==> src/rtl/wishbone_spi_controller.sv <==
// wishbone_spi_controller
//   Wishbone slave that runs a mode-0 (CPOL=0, CPHA=0), 8-bit, MSB-first
//   SPI master. Software drives chip-select by hand through CTRL, sets the
//   SCK divider, starts a frame by writing DATA and polls STATUS.
//
//   Register map (word index on wb_adr_i):
//     0 DATA   W: [7:0] starts a transfer     R: {24'b0, rx_byte}
//     1 STATUS R: bit0 busy, bit1 rx_valid
//     2 CTRL   RW: bit0 cs_en, [15:8] div (SCK half-period = div+1 clk_i)
//     3 reads 0, writes ignored
//
//   Ports:
//     clk_i, rst_i            clock, asynchronous active-high reset
//     wb_cyc_i .. wb_dat_i    Wishbone slave request inputs
//     wb_dat_o, wb_ack_o      registered read data, single-cycle ack
//     spi_miso_i              serial data in
//     spi_mosi_o, spi_sck_o   serial data out, serial clock
//     spi_cs_o                chip select, active-low
module wishbone_spi_controller #(
   parameter logic [7:0] DEFAULT_DIV = 8'd3
) (
   input  logic        clk_i,
   input  logic        rst_i,
   input  logic        wb_cyc_i,
   input  logic        wb_stb_i,
   input  logic        wb_we_i,
   input  logic [3:0]  wb_sel_i,
   input  logic [1:0]  wb_adr_i,
   input  logic [31:0] wb_dat_i,
   output logic [31:0] wb_dat_o,
   output logic        wb_ack_o,
   input  logic        spi_miso_i,
   output logic        spi_mosi_o,
   output logic        spi_sck_o,
   output logic        spi_cs_o
);

   typedef enum logic [1:0] {IDLE, LEAD, TRAIL} state_t;

   state_t      state_q, state_d;
   logic [7:0]  shift_q, shift_d;
   logic [7:0]  rx_byte_q, rx_byte_d;
   logic [7:0]  tick_q, tick_d;
   logic [7:0]  half_q, half_d;
   logic [2:0]  bit_q, bit_d;
   logic        sck_d, mosi_d;
   logic        busy_q, busy_d;
   logic        rx_valid_q, rx_valid_d;

   // Register-interface state
   logic        cs_en_q;
   logic [7:0]  div_q;

   // Request captured at the request edge, acted on during the ack cycle
   logic        req_we_q;
   logic [1:0]  req_adr_q;
   logic [1:0]  req_sel_q;
   logic [15:0] req_dat_q;

   logic        req;
   logic [31:0] rd_mux;
   logic        data_wr, ctrl_wr, data_rd;

   logic        unused_bits;
   assign unused_bits = &{1'b0, wb_dat_i[31:16], wb_sel_i[3:2]};

   // Busy is an alias kept under its architectural name for observability
   logic busy;
   assign busy = busy_q;

   assign req = wb_cyc_i & wb_stb_i & ~wb_ack_o;

   always_comb begin
      rd_mux = 32'd0;
      case (wb_adr_i)
         2'd0:    rd_mux = {24'd0, rx_byte_q};
         2'd1:    rd_mux = {30'd0, rx_valid_q, busy_q};
         2'd2:    rd_mux = {16'd0, div_q, 7'd0, cs_en_q};
         default: rd_mux = 32'd0;
      endcase
   end

   assign data_wr = wb_ack_o & req_we_q & (req_adr_q == 2'd0) & req_sel_q[0];
   assign ctrl_wr = wb_ack_o & req_we_q & (req_adr_q == 2'd2);
   assign data_rd = wb_ack_o & ~req_we_q & (req_adr_q == 2'd0);

   // Bus handshake: ack one cycle after the request; read data registered
   always_ff @(posedge clk_i or posedge rst_i) begin
      if (rst_i) begin
         wb_ack_o  <= 1'b0;
         wb_dat_o  <= 32'd0;
         req_we_q  <= 1'b0;
         req_adr_q <= 2'd0;
         req_sel_q <= 2'd0;
         req_dat_q <= 16'd0;
      end else begin
         wb_ack_o <= req;
         if (req) begin
            req_we_q  <= wb_we_i;
            req_adr_q <= wb_adr_i;
            req_sel_q <= wb_sel_i[1:0];
            req_dat_q <= wb_dat_i[15:0];
            wb_dat_o  <= wb_we_i ? 32'd0 : rd_mux;
         end else begin
            wb_dat_o  <= 32'd0;
         end
      end
   end

   // CTRL register; the CS pin follows cs_en without touching the shifter
   always_ff @(posedge clk_i or posedge rst_i) begin
      if (rst_i) begin
         cs_en_q  <= 1'b0;
         div_q    <= DEFAULT_DIV;
         spi_cs_o <= 1'b1;
      end else if (ctrl_wr) begin
         if (req_sel_q[0]) begin
            cs_en_q  <= req_dat_q[0];
            spi_cs_o <= ~req_dat_q[0];
         end
         if (req_sel_q[1]) div_q <= req_dat_q[15:8];
      end
   end

   // Shift engine. half_q snapshots div at each half-period start so a div
   // write during a transfer never disturbs a half-period already counting.
   always_comb begin
      state_d    = state_q;
      shift_d    = shift_q;
      rx_byte_d  = rx_byte_q;
      tick_d     = tick_q;
      half_d     = half_q;
      bit_d      = bit_q;
      sck_d      = spi_sck_o;
      mosi_d     = spi_mosi_o;
      busy_d     = busy_q;
      rx_valid_d = rx_valid_q;

      // A completing transfer below overrides this clear
      if (data_rd) rx_valid_d = 1'b0;

      case (state_q)
         IDLE: begin
            if (data_wr) begin
               shift_d    = req_dat_q[7:0];
               mosi_d     = req_dat_q[7];
               busy_d     = 1'b1;
               rx_valid_d = 1'b0;
               bit_d      = 3'd0;
               tick_d     = 8'd0;
               half_d     = div_q;
               state_d    = LEAD;
            end
         end
         LEAD: begin
            if (tick_q == half_q) begin
               tick_d  = 8'd0;
               half_d  = div_q;
               sck_d   = 1'b1;
               shift_d = {shift_q[6:0], spi_miso_i};
               state_d = TRAIL;
            end else begin
               tick_d = tick_q + 8'd1;
            end
         end
         TRAIL: begin
            if (tick_q == half_q) begin
               tick_d = 8'd0;
               half_d = div_q;
               sck_d  = 1'b0;
               if (bit_q == 3'd7) begin
                  rx_byte_d  = shift_q;
                  busy_d     = 1'b0;
                  rx_valid_d = 1'b1;
                  state_d    = IDLE;
               end else begin
                  // shift_q already moved at the rising edge; its MSB is next
                  bit_d   = bit_q + 3'd1;
                  mosi_d  = shift_q[7];
                  state_d = LEAD;
               end
            end else begin
               tick_d = tick_q + 8'd1;
            end
         end
         default: state_d = IDLE;
      endcase
   end

   always_ff @(posedge clk_i or posedge rst_i) begin
      if (rst_i) begin
         state_q    <= IDLE;
         shift_q    <= 8'd0;
         rx_byte_q  <= 8'd0;
         tick_q     <= 8'd0;
         half_q     <= 8'd0;
         bit_q      <= 3'd0;
         spi_sck_o  <= 1'b0;
         spi_mosi_o <= 1'b0;
         busy_q     <= 1'b0;
         rx_valid_q <= 1'b0;
      end else begin
         state_q    <= state_d;
         shift_q    <= shift_d;
         rx_byte_q  <= rx_byte_d;
         tick_q     <= tick_d;
         half_q     <= half_d;
         bit_q      <= bit_d;
         spi_sck_o  <= sck_d;
         spi_mosi_o <= mosi_d;
         busy_q     <= busy_d;
         rx_valid_q <= rx_valid_d;
      end
   end

endmodule

==> config.mk <==
export PLATFORM = sky130hd
export DESIGN_NAME = wishbone_spi_controller
export DESIGN_NICKNAME = d
export VERILOG_FILES = /design/src/rtl/wishbone_spi_controller.sv
export SDC_FILE = /design/constraint.sdc
export NUM_CORES = 1
export LEC_CHECK = 0
export CAP_MARGIN = 20
export CORE_ASPECT_RATIO = 0.9
export CORE_MARGIN = 3
export CORE_UTILIZATION = 54
export DETAILED_ROUTE_END_ITERATION = 8
export HOLD_SLACK_MARGIN = 0.03
export PLACE_DENSITY = 0.83
export RECOVER_POWER = 25
export SLEW_MARGIN = 15
export SYNTH_ARGS = -nofsm -noshare
export SYNTH_HDL_FRONTEND = slang
export SYNTH_SLANG_ARGS = --single-unit
==> constraint.sdc <==
create_clock -name clk_i -period 4.9 [get_ports clk_i]
set_input_delay 0.98 -clock clk_i [delete_from_list [all_inputs] [get_ports clk_i]]
set_output_delay 0.98 -clock clk_i [all_outputs]
set_load 0.01 [all_outputs]
==> Word level (Yosys, flattened, before mapping) <==
Cells that the tools add are included.
{ "classes": {"n_reduce_logical": 18, "bitwise": 11, "add_sub_neg": 2, "n_mux": 37, "eq_ne": 13} }
{ "ops": {"columns": ["op", "count"], "rows": [
  ["32-bit two-way mux", 2],
  ["8-bit two-way mux", 6],
  ["16-bit case mux with 3 select lines", 1],
  ["8-bit case mux with 2 select lines", 3],
  ["3-bit AND reduction", 5],
  ["1-bit two-way mux", 13],
  ["2-bit != test, second input constant", 5],
  ["3-bit two-way mux", 3],
  ["8-bit by 1-bit adder with 8-bit output, second input constant", 1],
  ["1-bit bitwise AND", 8],
  ["8-bit == test", 1],
  ["1-bit case mux with 2 select lines", 4],
  ["4-bit AND reduction", 2],
  ["2-bit nonzero test", 4],
  ["2-bit == test, second input constant", 3],
  ["2-bit zero test", 3],
  ["2-bit two-way mux", 3],
  ["2-bit case mux with 3 select lines", 1],
  ["3-bit case mux with 2 select lines", 1],
  ["2-bit AND reduction", 3],
  ["2-bit by 1-bit == test with 1-bit output, second input constant", 2],
  ["3-bit by 1-bit adder with 3-bit output, second input constant", 1],
  ["3-bit == test, second input constant", 1],
  ["1-bit NOT", 3],
  ["other kinds (2)", 2]
]} }
{ "totals": {"ff_bits": 105, "input_bits": 44, "output_inout_bits": 36, "wordCells": 100} }

==> Longest topological paths before layout <==
Gate-level depths: netlist of run 1.
{ "depth": {"ltp_word": 7, "ltp_mapped": 9, "depth_no_buf": 7} }

==> Worst setup path before layout of run 1 <==
No wires, ideal clock.
{ "synth_path": {"kind": "input port to flip-flop", "start": "input port wb_cyc_i", "end": "register wb_dat_o[10]", "t_arrival_ns": 1.913, "setup_slack_ns": 2.919, "stages": 3, "setup_time_ns": 0.068, "n_path_buf": 0, "cell_sequence": "nand3_1 nor4b_1 and2_1"} }
{ "synth_between": {"elab_chain_cells": 3} }
{ "synth_rtl": {"columns": ["element", "line_no", "source"], "rows": [
  ["start, declared", "24", "input logic wb_cyc_i,"],
  ["1-bit bitwise AND (2 in series)", "71", "assign req = wb_cyc_i & wb_stb_i & ~wb_ack_o;"],
  ["32-bit two-way mux", "98", "if (req) begin"],
  ["end signal, assigned", "103", "wb_dat_o <= wb_we_i ? 32'd0 : rd_mux;"],
  ["end, declared", "30", "output logic [31:0] wb_dat_o,"]
]} }
No other way between the ends.
A chain may end at the register's enable or synchronous reset.

==> Final worst setup path of run 1 <==
{ "layout_path": {"start": "register state_q[0]", "end": "register half_q[1]"} }
{ "layout_between": {"elab_chain_cells": 4, "word_cells_on_any_way": 9, "classes_between": "4 x eq/ne; 1 x mux; 4 x reduce/logical"} }
{ "layout_rtl": {"columns": ["element", "line_no", "source"], "rows": [
  ["start, declared", "40", "state_t state_q, state_d;"],
  ["start signal, assigned", "203", "state_q <= state_d;"],
  ["2-bit == test / 2-bit by 1-bit == test with 1-bit output (equally long branches)", "142", "case (state_q)"],
  ["2-bit OR reduction (no source line)", null, null],
  ["2-bit by 1-bit != test with 1-bit output (no source line) / 2-bit nonzero test (equally long branches)", null, null],
  ["3-bit AND reduction (no source line)", null, null],
  ["end signal, assigned", "207", "half_q <= half_d;"],
  ["end, declared", "44", "logic [7:0] half_q, half_d;"]
]} }
Parallel ways exist; a longest one is shown, timed or not.

==> results of run 1 <==
==> final cells by class <==
| type | count | share of cell area (%) |
|---|---|---|
| Tap cell | 93 | 2.46 |
| Inverter | 9 | 0.739 |
| Clock inverter | 4 | 1.48 |
| Timing Repair Buffer | 48 | 10.2 |
| Sequential cell | 89 | 47.1 |
| Multi-Input combinational cell | 251 | 35.3 |
| Clock buffer | 10 | 2.69 |
==> power groups by stage <==
| stage | Clock (µW) | Sequential [µW] | Combinational, µW |
|---|---|---|---|
| finish | 520 | 991 | 1050 |
| global route | 551 | 1010 | 1130 |
| CTS | 525 | 991 | 1040 |
| detailed placement | 0 | 1000 | 1040 |
| global placement | 0 | 994 | 998 |
| floorplan | 0 | 974 | 895 |
==> tightest hold or removal path: cells and delay by family (launching register included) <==
family	cells	cell delay, ns
flops	1	0.34
simple gates	2	0.10
==> stage by stage <==
step | std cells | area [µm²] | hold WS, ns | total power, µW
2_1_floorplan | 379 | 4120 | 0.442 | 1870
3_3_place_gp | 489 | 4510 | 0.456 | 1990
3_5_place_dp | 489 | 4510 | 0.464 | 2040
4_1_cts | 503 | 4710 | 0.483 | 2560
5_1_grt | 504 | 4740 | 0.506 | 2700
6_report | 504 | 4740 | 0.476 | 2560
==> registers in the layout, indices dropped and copies added, names as in the netlist, 2 cells and up <==
name / count
tick_q: 8
state_q: 2
wb_dat_o: 16
req_dat_q: 16
half_q: 8
rx_byte_q: 8
shift_q: 8
req_sel_q: 2
bit_q: 3
div_q: 8
req_adr_q: 2
==> metal layers <==
metal,share of wire (%),vias to the layer above
li1,-,1304
met5,0,-
met2,48,77
met3,4.9,13
met1,46,1396
met4,1.6,0
==> synth_stat cells (all sizes together) (2+ instances only) <==
cell type / n / area (µm²)
buf: 21 / 156
and2: 15 / 93.8
xor2: 8 / 70.1
o22ai: 9 / 56.3
o31ai: 6 / 45.0
nor2b: 4 / 25.0
mux2: 26 / 323
nand2: 74 / 278
nor4: 2 / 12.5
a2bb2oi: 12 / 105
nand3: 16 / 85.1
a21oi: 5 / 25.0
clkbuf: 9 / 33.8
nor2: 9 / 48.8
dfstp: 3 / 78.8
inv: 9 / 33.8
o21ai: 5 / 28.8
or2: 2 / 12.5
o211ai: 3 / 36.3
nand2b: 9 / 56.3
a21o: 3 / 30.0
a31oi: 2 / 12.5
dfrtp: 86 / 2150
mux2i: 2 / 20.0
ha: 7 / 87.6
==> cells by family after synthesis <==
group                    after synthesis  share of synthesized area [%]
buffers and inverters                 39                           5.51
AND/OR/NAND/NOR                      139                           16.9
adder cells (fa/ha/maj)                7                           2.15
AO/OA/AOI/OAI                         53                           10.3
multiplexers                          28                           8.43
XOR/XNOR                               8                           1.72
other                                  1                         0.0922
flip-flops                            89                           54.9
==> worst max path at each step <==
stage	from	endpoint	slack, ns
2_1_floorplan	rst_i	bit_q[0]	1.62
3_3_place_gp	wb_stb_i	wb_dat_o[15]	1.84
3_5_place_dp	wb_stb_i	wb_dat_o[15]	1.77
4_1_cts	wb_stb_i	wb_dat_o[15]	2.13
5_1_grt	state_q[0]	half_q[1]	1.99
6_report	state_q[0]	half_q[1]	2.13
==> impl_metrics.csv, run 1 <==
group,metric,value,unit
sta,tns,0,ns
placed_design,place.port_buffers,45,
final_layout,diodes,0,
power_and_ir_drop,switchingPower,964,µW
clocking,clkLatencyLatePin,0.35,ns
detailed_routing,routed_wl,7.76,mm
final_layout,final-seq-area,2230,µm²
setup_path,r2r-end,"half_q[1]",
synthesis,synth_seq_cells,89,
synthesis,yosys.cell_types.count,52,
clocking,cts.repair.resized,0,
detailed_routing,num_vias,2790,
hold_path,hp-start,"req_dat_q[10]",
setup_path,critical_path.top_delay_family,"compound AO/OA/AOI/OAI gates",
grt,met2_usage,29.8,%
synthesis,ys_async_sr_fraction,100,%
power_and_ir_drop,vdd_ir_drop_max,0.299,mV
sta,drv_slew,0,
placed_design,place.gp.congestion,0.773,
setup_path,r2r_start,"state_q[0]",
power_and_ir_drop,combPwrFrac,41.0,%
clocking,path_clk_slew,0.08,ns
setup_path,path_cells,"inv_1, ha_1, nor2b_1, a31oi_1, a21o_1, mux2_4",
clocking,cts_made_buffers,9,
grt,first_global_vias,2681,
floorplanning,fp.dieArea,8610,µm²
synthesis,synth_cells,364,
power_and_ir_drop,cellLeakagePower,0.00229,µW
job,cap_violations,0,
setup_path,cp-end-kind,"flip-flop",
floorplanning,core.rowCount,29,
grt,antenna_found_initial,0,
setup_path,critPathSlowestCell,"a31oi_1",
grt,gr-total-overflow,0,
sta,rsz0062_at_grt,"false",
floorplanning,fp.dieH,88.3,µm
final_layout,multi_input_area,1670,µm²
setup_path,path_class,"reg2reg",
placed_design,dpl_worst_slack,1.77,ns
final_layout,nets,459,
clocking,hold_buffers,0,
hold_path,worstHoldPathCells,2,
detailed_routing,drc_errors,0,
clocking,post-cts-setup-buffers,0,
sta,worst_pin_slew,0.973,ns
grt,gr-usage-met1,26.0,%
synthesis,netlist_area,4070,µm²
setup_path,crit_fanout,11,
sta,hold_viol,0,
synthesis,seq_area_frac_synth,54.9,%
clocking,htree_levels,3,
detailed_routing,post_drt_wl_per_cell,15.4,µm
setup_path,cp_slowest_stage_delay,0.73,ns
setup_path,reg2reg_slack,2.13,ns
sta,period_needed,2.77,ns
sta,skew,0.0118,ns
sta,fmax,361,MHz
grt,grt_start_max_net_pins,60,
outcome,status,"finished, final reports clean",
detailed_routing,drt_pass1_iterations,4,
final_layout,final_util,66.0,%
power_and_ir_drop,intPower,1600,µW
setup_path,cp-start-kind,"flip-flop",
sta,timing.final.ws_setup,2.13,ns
sta,finalSetupViolCount,0,
final_layout,layout_common_cells,"dfrtp_1 (86), nand2_1 (74), clkdlybuf4s50_1 (44)",
setup_path,cp.required,5.13,ns
floorplanning,ios,80,
setup_path,crit_arrival,3.00,ns
clocking,cts_tree,"built",
final_layout,area_delta_synth_final,16.6,%
floorplanning,coreArea,7180,µm²
final_layout,final_common_cell,"dfrtp_1",
sta,fin_crit_sh,56.5,%
power_and_ir_drop,sw_frac_of_total,37.7,%
hold_path,hp-class,"reg2reg",
synthesis,ys.flop_type,"dfrtp_1",
floorplanning,start_util,56.6,%
detailed_routing,drt_iter0_markers,91,
placed_design,dpl.hpwl,5.34,mm
setup_path,cp_num_cells,6,
floorplanning,dieWidth,97.5,µm
synthesis,yosysWarnings,0,
power_and_ir_drop,pwr-share-seq,38.7,%
sta,relSlewSlack,34.8,%
hold_path,hold_end,"req_dat_q[10]",
clocking,clock-sinks,89,
grt,grt_pass1_wl,12.9,mm
power_and_ir_drop,clockPowerShare,20.3,%
detailed_routing,via_per_inst,5.54,
power_and_ir_drop,power_density,540,nW/µm²
grt,track_usage,18.7,%
setup_path,cp_num_buf_inv,1,
final_layout,layout-drive-gt1-share,14.4,%
grt,grt.busiest_layer,"met2",
setup_path,reg2reg_depth,6,
synthesis,syn_area_per_cell,11.2,µm²
final_layout,n_fill_cell,522,
clocking,cts_buffer_depth,2,
detailed_routing,antenna_left,0,
grt,use_met3,2.92,%
synthesis,synth_edf_count,0,
clocking,cts_root_buffer,"clkbuf_8",
Power figures use the tool's default switching activity.
==> run 2, diff against run 1 <==
--- a/config.mk
+++ b/config.mk
@@ -8,10 +8,10 @@
 export CAP_MARGIN = 20
 export CORE_ASPECT_RATIO = 0.9
 export CORE_MARGIN = 3
-export CORE_UTILIZATION = 54
+export CORE_UTILIZATION = 52
 export DETAILED_ROUTE_END_ITERATION = 8
 export HOLD_SLACK_MARGIN = 0.03
-export PLACE_DENSITY = 0.83
+export PLACE_DENSITY = 0.8
 export RECOVER_POWER = 25
 export SLEW_MARGIN = 15
 export SYNTH_ARGS = -nofsm -noshare
==> constraint.sdc (replaced) <==
create_clock -name clk_i -period 2.6 [get_ports clk_i]
set_input_delay 0.52 -clock clk_i [delete_from_list [all_inputs] [get_ports clk_i]]
set_output_delay 0.52 -clock clk_i [all_outputs]
set_load 0.01 [all_outputs]
==> run 2 against run 1 <==
  * Cell count increased by 1.4%
  * Highest routed layer unchanged
  * Critical path type unchanged
  * Critical path depth unchanged
  * Register-to-register slack got worse by 1.7 ns
  * Cell area decreased by 0.13%
  * Clock-buffer cell count increased by 2
  * Critical endpoint is now half_q[0]
  * Total power increased by 84%
==> impl_metrics.csv, run 2 (synthesis results as in run 1) <==
group,metric,value,unit
outcome,status,"finished, final reports clean",
clocking,clock-sinks,89,
final_layout,n_fill_cell,589,
grt,grt_start_max_net_pins,90,
clocking,cts.repair.resized,0,
setup_path,cp_slowest_stage_delay,0.43,ns
power_and_ir_drop,power_density,997,nW/µm²
clocking,cts_root_buffer,"clkbuf_8",
clocking,htree_levels,3,
detailed_routing,maxUsedRoutingLayer,"met4",
final_layout,diodes,0,
final_layout,layout_common_cells,"dfrtp_1 (86), nand2_1 (74), clkdlybuf4s50_1 (44)",
detailed_routing,num_vias,2720,
detailed_routing,drc_errors,0,
detailed_routing,dr_wl_met2,3.58,mm
sta,fin_crit_sh,83.2,%
placed_design,place.port_buffers,45,
sta,relSlewSlack,22.1,%
setup_path,cp-start-kind,"flip-flop",
detailed_routing,post_drt_wl_per_cell,15.1,µm
final_layout,final_common_cell,"dfrtp_1",
clocking,path_clk_slew,0.08,ns
detailed_routing,drt_iter0_markers,127,
sta,rsz0062_at_grt,"false",
power_and_ir_drop,cellLeakagePower,0.00229,µW
floorplanning,coreArea,7330,µm²
clocking,post-cts-setup-buffers,0,
grt,gr-total-overflow,0,
job,cap_violations,0,
sta,period_needed,2.16,ns
setup_path,crit_arrival,2.40,ns
grt,track_usage,18.5,%
detailed_routing,antenna_left,0,
sta,fmax,462,MHz
setup_path,r2r-end,"half_q[0]",
setup_path,r2r_start,"state_q[0]",
final_layout,stdcell_count,511,
sta,finalSetupViolCount,0,
floorplanning,start_util,55.5,%
final_layout,layout-drive-gt1-share,15.3,%
floorplanning,core.rowCount,29,
detailed_routing,via_per_inst,5.32,
hold_path,worstHoldPathCells,2,
final_layout,area_delta_synth_final,16.4,%
setup_path,reg2reg_slack,0.44,ns
sta,skew,0.00733,ns
clocking,clkLatencyLatePin,0.35,ns
setup_path,path_cells,"inv_1, ha_1, nor2b_1, a31oi_1, a21o_1, mux2_4",
floorplanning,ios,80,
detailed_routing,drt_pass1_iterations,4,
final_layout,reg_top3,"req_dat_q (16), wb_dat_o (16)",
clocking,cts_tree,"built",
setup_path,cp-end-kind,"flip-flop",
placed_design,place.gp.congestion,0.765,
detailed_routing,wl_met1,3.67,mm
final_layout,nets,465,
clocking,hold_buffers,0,
setup_path,critPathSlowestCell,"ha_1",
sta,drv_slew,0,
sta,worst_pin_slew,1.17,ns
setup_path,cp.required,2.84,ns
grt,first_global_vias,2684,
placed_design,dpl.hpwl,5.27,mm
detailed_routing,routed_wl,7.69,mm
clocking,cts_buffer_depth,2,
setup_path,reg2reg_depth,6,
sta,timing.final.ws_setup,0.436,ns
setup_path,path_class,"reg2reg",
hold_path,hold_end,"req_dat_q[13]",
hold_path,hp-class,"reg2reg",
power_and_ir_drop,vdd_ir_drop_max,0.404,mV
detailed_routing,wl_met3,300,µm
floorplanning,fp.dieH,89.9,µm
grt,antenna_found_initial,0,
floorplanning,fp.dieArea,8920,µm²
placed_design,dpl_worst_slack,0.434,ns
clocking,cts_made_buffers,9,
hold_path,hp-start,"req_dat_q[13]",
floorplanning,dieWidth,99.2,µm
setup_path,crit_fanout,10,
placed_design,dp_cells,496,
sta,tns,0,ns
grt,grt_pass1_wl,13.2,mm
sta,hold_viol,0,
run 2: cell types whose count changed in the layout (fill, tap and decap cells not counted), sizes merged:
| cell | previous run | this run |
|---|---|---|
| bufinv | 2 | 0 |
| clkbuf | 10 | 13 |
| buf | 3 | 8 |
| clkinvlp | 1 | 2 |
run 2: layout make-up:
class                      count  area [µm²]  area share, %
clock buffer                  12         145           3.07
multi-input combinational    251        1670           35.2
sequential                    89        2230           47.1
tap                           93         116           2.46
inverter                       9        37.5          0.793
clock inverter                 3        17.5          0.370
timing repair buffer          54         518           10.9
run 2: stage by stage:
stage | hold slack, ns | area, µm² | util, % | power (µW)
5_1_grt | 0.503 | 4730 | 64.6 | 5020
4_1_cts | 0.481 | 4740 | 64.7 | 4750
2_1_floorplan | 0.442 | 4130 | - | 3520
3_5_place_dp | 0.463 | 4580 | 62.5 | 3920
6_report | 0.475 | 4730 | 64.6 | 4720
3_3_place_gp | 0.457 | 4580 | 62.5 | 3850
run 2: power by group:
group / leakage [µW] / internal, µW / switching (µW)
clock: 0.0000822 / 366 / 457
sequential: 0.00116 / 1660 / 203
combinational: 0.00105 / 877 / 1150
run 2: per-layer routing:
metal,GRT usage (%),up-vias
li1,-,1310
met1,26.3,1332
met2,28.4,65
met3,2.79,13
met4,7.74,0
met5,0,-
run 2: worst max-delay path, delay by kind of cell (launching register included):
| family | cells | cell delay, ns |
|---|---|---|
| fa+ha+maj | 1 | 0.43 |
| buf+inv | 1 | 0.08 |
| flops | 1 | 0.40 |
| mux | 1 | 0.34 |
| simple gates | 1 | 0.19 |
| compound gates | 2 | 0.61 |
run 2: worst max-delay path by stage:
stage	from	depth (start not counted)	end	slack (ns)
after global routing	state_q[0]	6	half_q[6]	0.33
after floorplan	state_q[0]	8	half_q[0]	0.73
after CTS	state_q[0]	6	half_q[0]	0.43
final	state_q[0]	6	half_q[0]	0.44
after global placement	state_q[0]	6	half_q[3]	0.48
after detailed placement	state_q[0]	6	half_q[3]	0.43
